[src/rtl/datapath_seq_if.sv]
// -----------------------------------------------------------------------------
// datapath_seq_if
// Bundles the operation request, status and debug signals of datapath_seq.
//   master : controller side; drives the operation fields, start, mdata and
//            dbg_addr, and observes busy/done/result/flags/dbg_data.
//   slave  : datapath side (datapath_seq).
// Signals:
//   start               launch an operation (accepted only when idle)
//   rd, rn, rm          destination / A-source / B-source register indices
//   shift_op            00 none, 01 LSL1, 10 LSR1, 11 ASR1
//   ALU_op              00 ADD, 01 SUB (A-B), 10 AND, 11 NOT B
//   sel_A, sel_B        A forced to 0 / B taken from sximm5
//   wb_sel              11 mdata, 10 sximm8, 01 pc, 00 C
//   w_en, en_status     register writeback enable / flag update enable
//   sximm5, sximm8, pc  immediates and program counter
//   mdata               memory read data, sampled live during writeback
//   busy, done          progress; done is a one-cycle completion pulse
//   datapath_out        register C
//   Z_out, N_out, V_out status flags
//   dbg_addr, dbg_data  combinational register-file read port
// -----------------------------------------------------------------------------
interface datapath_seq_if #(
  parameter int WIDTH = 16,
  parameter int NREGS = 8,
  parameter int PC_W  = 8
);
  localparam int AW = $clog2(NREGS);

  logic             start;
  logic [AW-1:0]    rd;
  logic [AW-1:0]    rn;
  logic [AW-1:0]    rm;
  logic [1:0]       shift_op;
  logic [1:0]       ALU_op;
  logic             sel_A;
  logic             sel_B;
  logic [1:0]       wb_sel;
  logic             w_en;
  logic             en_status;
  logic [WIDTH-1:0] sximm5;
  logic [WIDTH-1:0] sximm8;
  logic [PC_W-1:0]  pc;
  logic [WIDTH-1:0] mdata;
  logic             busy;
  logic             done;
  logic [WIDTH-1:0] datapath_out;
  logic             Z_out;
  logic             N_out;
  logic             V_out;
  logic [AW-1:0]    dbg_addr;
  logic [WIDTH-1:0] dbg_data;

  modport master (
    output start, rd, rn, rm, shift_op, ALU_op, sel_A, sel_B, wb_sel,
           w_en, en_status, sximm5, sximm8, pc, mdata, dbg_addr,
    input  busy, done, datapath_out, Z_out, N_out, V_out, dbg_data
  );

  modport slave (
    input  start, rd, rn, rm, shift_op, ALU_op, sel_A, sel_B, wb_sel,
           w_en, en_status, sximm5, sximm8, pc, mdata, dbg_addr,
    output busy, done, datapath_out, Z_out, N_out, V_out, dbg_data
  );
endinterface

[src/rtl/datapath_seq.sv]
// -----------------------------------------------------------------------------
// datapath_seq
// Self-sequencing datapath: register file, A/B/C operand registers, shifter,
// ALU, Z/N/V status and writeback mux. A start pulse in IDLE captures a whole
// operation which then walks RD_A -> RD_B -> EXEC -> WB, one cycle each.
// Ports:
//   clk    rising-edge clock
//   rst_n  asynchronous active-low reset (clears state, regfile and datapath)
//   bus    datapath_seq_if.slave (operation fields, status, debug read)
// -----------------------------------------------------------------------------
module datapath_seq #(
  parameter int WIDTH = 16,
  parameter int NREGS = 8,
  parameter int PC_W  = 8
) (
  input  logic           clk,
  input  logic           rst_n,
  datapath_seq_if.slave  bus
);
  localparam int AW = $clog2(NREGS);

  typedef enum logic [2:0] {S_IDLE, S_RD_A, S_RD_B, S_EXEC, S_WB} state_t;

  state_t           r_state;
  logic             r_busy;
  logic             r_done;
  logic [WIDTH-1:0] r_regs [NREGS];
  logic [WIDTH-1:0] r_A;
  logic [WIDTH-1:0] r_B;
  logic [WIDTH-1:0] r_C;
  logic             r_Z, r_N, r_V;

  // captured operation
  logic [AW-1:0]    r_rd, r_rn, r_rm;
  logic [1:0]       r_shift_op, r_alu_op, r_wb_sel;
  logic             r_sel_A, r_sel_B, r_w_en, r_en_status;
  logic [WIDTH-1:0] r_sximm5, r_sximm8;
  logic [PC_W-1:0]  r_pc;

  logic signed [WIDTH-1:0] w_val_A;
  logic signed [WIDTH-1:0] w_val_B;
  logic [WIDTH:0]          w_alu;   // {V, result}
  logic [WIDTH-1:0]        w_wb_val;

  function automatic logic [WIDTH-1:0] shift_f(input logic [WIDTH-1:0] b,
                                               input logic [1:0] op);
    logic [WIDTH-1:0] s;
    case (op)
      2'b01:   s = b << 1;
      2'b10:   s = b >> 1;
      2'b11:   s = $unsigned($signed(b) >>> 1);
      default: s = b;
    endcase
    return s;
  endfunction

  // Overflow is judged on the operand/result sign bits; carry out is dropped.
  function automatic logic [WIDTH:0] alu_f(input logic [1:0] op,
                                           input logic signed [WIDTH-1:0] a,
                                           input logic signed [WIDTH-1:0] b);
    logic signed [WIDTH-1:0] r;
    logic                    v;
    r = '0;
    v = 1'b0;
    case (op)
      2'b00: begin
        r = a + b;
        v = (a[WIDTH-1] == b[WIDTH-1]) && (r[WIDTH-1] != a[WIDTH-1]);
      end
      2'b01: begin
        r = a - b;
        v = (a[WIDTH-1] != b[WIDTH-1]) && (r[WIDTH-1] != a[WIDTH-1]);
      end
      2'b10:   r = a & b;
      default: r = ~b;
    endcase
    return {v, r};
  endfunction

  assign w_val_A = r_sel_A ? '0 : $signed(r_A);
  assign w_val_B = r_sel_B ? $signed(r_sximm5) : $signed(shift_f(r_B, r_shift_op));
  assign w_alu   = alu_f(r_alu_op, w_val_A, w_val_B);

  // mdata is the only source taken live; everything else was captured at start
  always_comb begin
    w_wb_val = r_C;
    case (r_wb_sel)
      2'b11:   w_wb_val = bus.mdata;
      2'b10:   w_wb_val = r_sximm8;
      2'b01:   w_wb_val = WIDTH'(r_pc);
      default: w_wb_val = r_C;
    endcase
  end

  always_ff @(posedge clk or negedge rst_n) begin
    if (!rst_n) begin
      r_state     <= S_IDLE;
      r_busy      <= 1'b0;
      r_done      <= 1'b0;
      r_A         <= '0;
      r_B         <= '0;
      r_C         <= '0;
      r_Z         <= 1'b0;
      r_N         <= 1'b0;
      r_V         <= 1'b0;
      r_rd        <= '0;
      r_rn        <= '0;
      r_rm        <= '0;
      r_shift_op  <= '0;
      r_alu_op    <= '0;
      r_wb_sel    <= '0;
      r_sel_A     <= 1'b0;
      r_sel_B     <= 1'b0;
      r_w_en      <= 1'b0;
      r_en_status <= 1'b0;
      r_sximm5    <= '0;
      r_sximm8    <= '0;
      r_pc        <= '0;
      for (int i = 0; i < NREGS; i++) r_regs[i] <= '0;
    end else begin
      r_done <= 1'b0;
      case (r_state)
        S_IDLE: begin
          if (bus.start) begin
            r_rd        <= bus.rd;
            r_rn        <= bus.rn;
            r_rm        <= bus.rm;
            r_shift_op  <= bus.shift_op;
            r_alu_op    <= bus.ALU_op;
            r_sel_A     <= bus.sel_A;
            r_sel_B     <= bus.sel_B;
            r_wb_sel    <= bus.wb_sel;
            r_w_en      <= bus.w_en;
            r_en_status <= bus.en_status;
            r_sximm5    <= bus.sximm5;
            r_sximm8    <= bus.sximm8;
            r_pc        <= bus.pc;
            r_busy      <= 1'b1;
            r_state     <= S_RD_A;
          end
        end
        // ---- read A ----
        S_RD_A: begin
          r_A     <= r_regs[r_rn];
          r_state <= S_RD_B;
        end
        // ---- read B ----
        S_RD_B: begin
          r_B     <= r_regs[r_rm];
          r_state <= S_EXEC;
        end
        // ---- execute ----
        S_EXEC: begin
          r_C <= w_alu[WIDTH-1:0];
          if (r_en_status) begin
            r_Z <= (w_alu[WIDTH-1:0] == '0);
            r_N <= w_alu[WIDTH-1];
            r_V <= w_alu[WIDTH];
          end
          r_state <= S_WB;
        end
        // ---- writeback ----
        S_WB: begin
          if (r_w_en) r_regs[r_rd] <= w_wb_val;
          r_busy  <= 1'b0;
          r_done  <= 1'b1;
          r_state <= S_IDLE;
        end
        default: begin
          r_busy  <= 1'b0;
          r_state <= S_IDLE;
        end
      endcase
    end
  end

  assign bus.busy         = r_busy;
  assign bus.done         = r_done;
  assign bus.datapath_out = r_C;
  assign bus.Z_out        = r_Z;
  assign bus.N_out        = r_N;
  assign bus.V_out        = r_V;
  assign bus.dbg_data     = r_regs[bus.dbg_addr];

endmodule

[src/flat_wrapper.sv]
// flat-port wrapper written by rule: the top's interface ports become plain ports
module datapath_seq_flat 
#(
  parameter int WIDTH = 16,
  parameter int NREGS = 8,
  parameter int PC_W  = 8
)
  (clk, rst_n, bus_start, bus_rd, bus_rn, bus_rm, bus_shift_op, bus_ALU_op, bus_sel_A, bus_sel_B, bus_wb_sel, bus_w_en, bus_en_status, bus_sximm5, bus_sximm8, bus_pc, bus_mdata, bus_dbg_addr, bus_busy, bus_done, bus_datapath_out, bus_Z_out, bus_N_out, bus_V_out, bus_dbg_data);
  datapath_seq_if #(.WIDTH(WIDTH), .NREGS(NREGS), .PC_W(PC_W)) bus_i ();
  input  logic clk;
  input  logic rst_n;
  input wire logic [$bits(bus_i.start)-1:0] bus_start;
  input wire logic [$bits(bus_i.rd)-1:0] bus_rd;
  input wire logic [$bits(bus_i.rn)-1:0] bus_rn;
  input wire logic [$bits(bus_i.rm)-1:0] bus_rm;
  input wire logic [$bits(bus_i.shift_op)-1:0] bus_shift_op;
  input wire logic [$bits(bus_i.ALU_op)-1:0] bus_ALU_op;
  input wire logic [$bits(bus_i.sel_A)-1:0] bus_sel_A;
  input wire logic [$bits(bus_i.sel_B)-1:0] bus_sel_B;
  input wire logic [$bits(bus_i.wb_sel)-1:0] bus_wb_sel;
  input wire logic [$bits(bus_i.w_en)-1:0] bus_w_en;
  input wire logic [$bits(bus_i.en_status)-1:0] bus_en_status;
  input wire logic [$bits(bus_i.sximm5)-1:0] bus_sximm5;
  input wire logic [$bits(bus_i.sximm8)-1:0] bus_sximm8;
  input wire logic [$bits(bus_i.pc)-1:0] bus_pc;
  input wire logic [$bits(bus_i.mdata)-1:0] bus_mdata;
  input wire logic [$bits(bus_i.dbg_addr)-1:0] bus_dbg_addr;
  output wire logic [$bits(bus_i.busy)-1:0] bus_busy;
  output wire logic [$bits(bus_i.done)-1:0] bus_done;
  output wire logic [$bits(bus_i.datapath_out)-1:0] bus_datapath_out;
  output wire logic [$bits(bus_i.Z_out)-1:0] bus_Z_out;
  output wire logic [$bits(bus_i.N_out)-1:0] bus_N_out;
  output wire logic [$bits(bus_i.V_out)-1:0] bus_V_out;
  output wire logic [$bits(bus_i.dbg_data)-1:0] bus_dbg_data;
  assign bus_i.start = bus_start;
  assign bus_i.rd = bus_rd;
  assign bus_i.rn = bus_rn;
  assign bus_i.rm = bus_rm;
  assign bus_i.shift_op = bus_shift_op;
  assign bus_i.ALU_op = bus_ALU_op;
  assign bus_i.sel_A = bus_sel_A;
  assign bus_i.sel_B = bus_sel_B;
  assign bus_i.wb_sel = bus_wb_sel;
  assign bus_i.w_en = bus_w_en;
  assign bus_i.en_status = bus_en_status;
  assign bus_i.sximm5 = bus_sximm5;
  assign bus_i.sximm8 = bus_sximm8;
  assign bus_i.pc = bus_pc;
  assign bus_i.mdata = bus_mdata;
  assign bus_i.dbg_addr = bus_dbg_addr;
  assign bus_busy = bus_i.busy;
  assign bus_done = bus_i.done;
  assign bus_datapath_out = bus_i.datapath_out;
  assign bus_Z_out = bus_i.Z_out;
  assign bus_N_out = bus_i.N_out;
  assign bus_V_out = bus_i.V_out;
  assign bus_dbg_data = bus_i.dbg_data;
  datapath_seq #(.WIDTH(WIDTH), .NREGS(NREGS), .PC_W(PC_W)) u_core (.clk(clk), .rst_n(rst_n), .bus(bus_i));
endmodule
[config.mk]
export PLATFORM = sky130hd
export DESIGN_NAME = datapath_seq_flat
export DESIGN_NICKNAME = d
export VERILOG_FILES = /design/src/rtl/datapath_seq_if.sv /design/src/rtl/datapath_seq.sv /design/src/flat_wrapper.sv
export SDC_FILE = /design/constraint.sdc
export NUM_CORES = 1
export LEC_CHECK = 0
export BUFFER_PORTS_ARGS = -buffer_cell sky130_fd_sc_hd__clkbuf_2
export CORE_MARGIN = 2
export CORE_UTILIZATION = 55
export CTS_BUF_LIST = sky130_fd_sc_hd__clkbuf_8
export DETAILED_ROUTE_END_ITERATION = 8
export PLACE_DENSITY = 0.74
export SLEW_MARGIN = 20
export SYNTH_ARGS = -nofsm -noshare
export SYNTH_HDL_FRONTEND = slang
export SYNTH_SLANG_ARGS = --single-unit
[constraint.sdc]
create_clock -name clk -period 4.9 [get_ports clk]
set_input_delay 1.225 -clock clk [delete_from_list [all_inputs] [get_ports clk]]
set_output_delay 1.225 -clock clk [all_outputs]
set_load 0.01 [all_outputs]
==> results_dict.tcl <==
set metrics [dict create \
    slowest_stage "dfrtp_1" \
    clock_latency_ps 580 \
    period_share 0.861 \
    r2r_cells 15 \
    ys_seq_elements 243 \
    p_leak_nw 7.23 \
    ctsHoldBuffers 0 \
    cts_max_level 2 \
    synthTopCellsByCount "243 x dfrtp_1, 152 x mux2_2, 104 x mux4_2" \
    finalSetupTns_ps 0 \
    wirelength_um 39400 \
    path_cells "buf_4 > nor2_1 > a22oi_1 > o21ai_1 > ha_1 > fa_1 > a211oi_1 > o21ai_0 > a21oi_1 > mux2i_1 > nor3_1 > a221o_1 > nor4b_1 > nand4_1 > o31ai_2" \
    gp_congestion 0.927 \
    dieArea_um2 27900 \
    cts.sinks 243 \
    synth_fp_nets 1365 \
    slew_viol_final 0 \
    synth-edff-count 0 \
    rsz0062_at_grt "no" \
    dp_cells 1637 \
    cts_tree "yes" \
    crit_end "u_core.bus.Z_out" \
    place_ws_ps 720 \
    drtIter0Drc 966 \
    nets 1463 \
    cts.clk_slew.worst_paths_ps 60 \
    outcome "complete, no violations" \
    yosys_warnings 0 \
    path_buf_inv 1 \
    slowest_delay_ps 630 \
    ys_seq_area_frac 0.416 \
    synth_top_area_cell "dfrtp_1" \
    hold_violations 0 \
    netlist-cell-type-count 75 \
    cp.required_ps 5380 \
    layout-drive-gt1-share 0.361 \
    start_kind "flip-flop" \
    core_um2 26100 \
    vdd_drop_max_mv 0.533 \
    reg2reg_to "u_core.bus.Z_out" \
    hp-class "flip-flop to flip-flop" \
    grt_overflow_total 0 \
    post_cts_buffers 0 \
    final_core_utilization 0.631 \
    clock_path_buffers 3 \
    setup_ws_ps 681 \
    io_pins 118 \
    fmax_mhz 237 \
    synth-async-reset-ratio 1.00 \
    drc 0 \
    crit_family "compound AO/OA/AOI/OAI gates" \
    grtUsageTotal 0.288 \
    synth_top_cell_area_share 0.416 \
    r2r-start "u_core.r_shift_op[0]" \
    grt_start_max_net_pins 92 \
    arrival_ps 4700 \
    synthFlopType "dfrtp_1" \
    grt_antenna_before_repair 2 \
    drv_cap 0 \
    chipHeight_um 167 \
    slew-limit-headroom 0.268 \
    path_depth 15 \
    clock_skew_ps 28.3 \
    synth_area_um2 14600 \
    tightest_slew_ps 1100 \
    synth_area_leaders "dfrtp_1 42%, mux4_2 16%, mux2_2 12%, mux2i_1 4.4%, a21oi_1 3.3%" \
    yosysMostFrequentCell "dfrtp_1" \
    critical_path_class "flip-flop to flip-flop" \
    first_pass_iters 6 \
    holdWs_ps 488 \
    area_delta_synth_final_pct 12.3 \
    avgSynthCellArea_um2 11.7 \
    start_util 0.561 \
    cts_made_buffers 43 \
    syn_inst 1249 \
    finalSetupViolCount 0 \
    grt_pass1_wl_um 62000 \
    critPathLaunch "u_core.r_shift_op[0]" \
    die_w_um 167 \
    rrSetupSlack_ps 680 \
    vias_per_cell 6.31 \
    period_minus_slack_ps 4220 \
    power_density_nw_per_um2 792 \
    drtAntennaViolNets 0 \
    grt_pass1_vias 10900 \
    hpwl_um 27000 \
    portBuffers 117 \
    via_count 10800 \
    cts-root-buf "clkbuf_8" \
    wl_per_cell_um 23.0 \
    fin_cells 1714 \
    cp_max_fo 10 \
    rows 59 \
    ctsResizeCount 0 \
    critPathCaptureType "flip-flop" \
]
logic make-up after synthesis:
logic type | Yosys count | synth area share
multiplexers | 321 | 0.322
buffers and inverters | 123 | 0.0349
AO/OA/AOI/OAI | 242 | 0.102
AND/OR/NAND/NOR | 272 | 0.0866
adder cells (fa/ha/maj) | 35 | 0.0310
XOR/XNOR | 13 | 0.00830
flip-flops | 243 | 0.416
power by group:
group | switching (W) | total, W | internal, W | leakage (nW)
sequential | 0.00100 | 0.00384 | 0.00284 | 2.82
combinational | 0.00392 | 0.00721 | 0.00328 | 3.91
clock | 0.000877 | 0.00197 | 0.00109 | 0.502
registers in the layout, summed over array words and instances, names as in the netlist, 8 cells and up:
signal	cells
u_core.r_A	16
u_core.bus.datapath_out	16
u_core.r_sximm5	16
u_core.r_B	16
u_core.r_regs	128
u_core.r_sximm8	16
u_core.r_pc	8
per-stage QoR:
stage	area [µm²]	power [W]
after floorplan	14600	0.00902
after global placement	15500	0.0108
after detailed placement	15500	0.0110
after CTS	16400	0.0130
after global routing	16400	0.0139
final	16400	0.0130
tightest hold or removal path: stages, from the launching register on:
cell     delay [ps]
dfrtp_1         350
nand2_1          50
o21ai_0          60
layer usage:
layer | routed length, µm | up-vias | part of all wire | track usage
met5 | 12 | - | 0.00030 | 0
met1 | 15900 | 5443 | 0.40 | 0.381
met3 | 3110 | 103 | 0.079 | 0.0730
li1 | - | 4842 | - | -
met2 | 18900 | 430 | 0.48 | 0.456
met4 | 1450 | 2 | 0.037 | 0.124
cells in the final DEF (no fill, tap or decap), types with 3 or more instances in the layout:
master	instances
dfrtp_1	239
mux2_2	152
clkbuf_2	116
mux4_2	104
a21oi_1	97
nand2_1	93
nor2_1	93
o21ai_0	71
mux2i_1	64
clkbuf_8	53
inv_1	41
ha_1	33
nor2b_1	23
buf_4	23
nor3_1	12
a22oi_1	10
a211oi_1	8
xnor2_1	8
nand2b_1	7
clkinv_2	7
a21o_1	6
o211ai_1	6
nand3b_1	5
nand3_1	5
a221o_1	4
xor2_1	4
o21bai_1	4
or3_1	4
o21ai_2	4
dfrtp_2	4
nor3b_1	3
nor3_2	3
nor3b_2	3
a311oi_1	3
buf_12	3
worst min path at each step:
stage / cells after the start / endpoint / slack [ps] / startpoint
2_1_floorplan: 1 / u_core.r_pc[7] / 480 / u_core.r_pc[7]
4_1_cts: 2 / u_core.bus.Z_out / 490 / u_core.bus.Z_out
3_5_place_dp: 2 / u_core.bus.Z_out / 480 / u_core.bus.Z_out
6_report: 2 / u_core.bus.V_out / 490 / u_core.bus.V_out
3_3_place_gp: 2 / u_core.bus.V_out / 470 / u_core.bus.V_out
5_1_grt: 2 / u_core.bus.V_out / 510 / u_core.bus.V_out
layout make-up:
| type | count | area [µm²] |
|---|---|---|
| fill | 2070 | 9630 |
| clock inverter | 23 | 173 |
| sequential | 243 | 6090 |
| antenna | 1 | 2.50 |
| multi-input combinational | 883 | 8070 |
| inverter | 33 | 124 |
| clock buffer | 53 | 729 |
| timing repair buffer | 143 | 828 |
| tap | 335 | 419 |
Note: power is estimated with default switching activity, not from simulation.
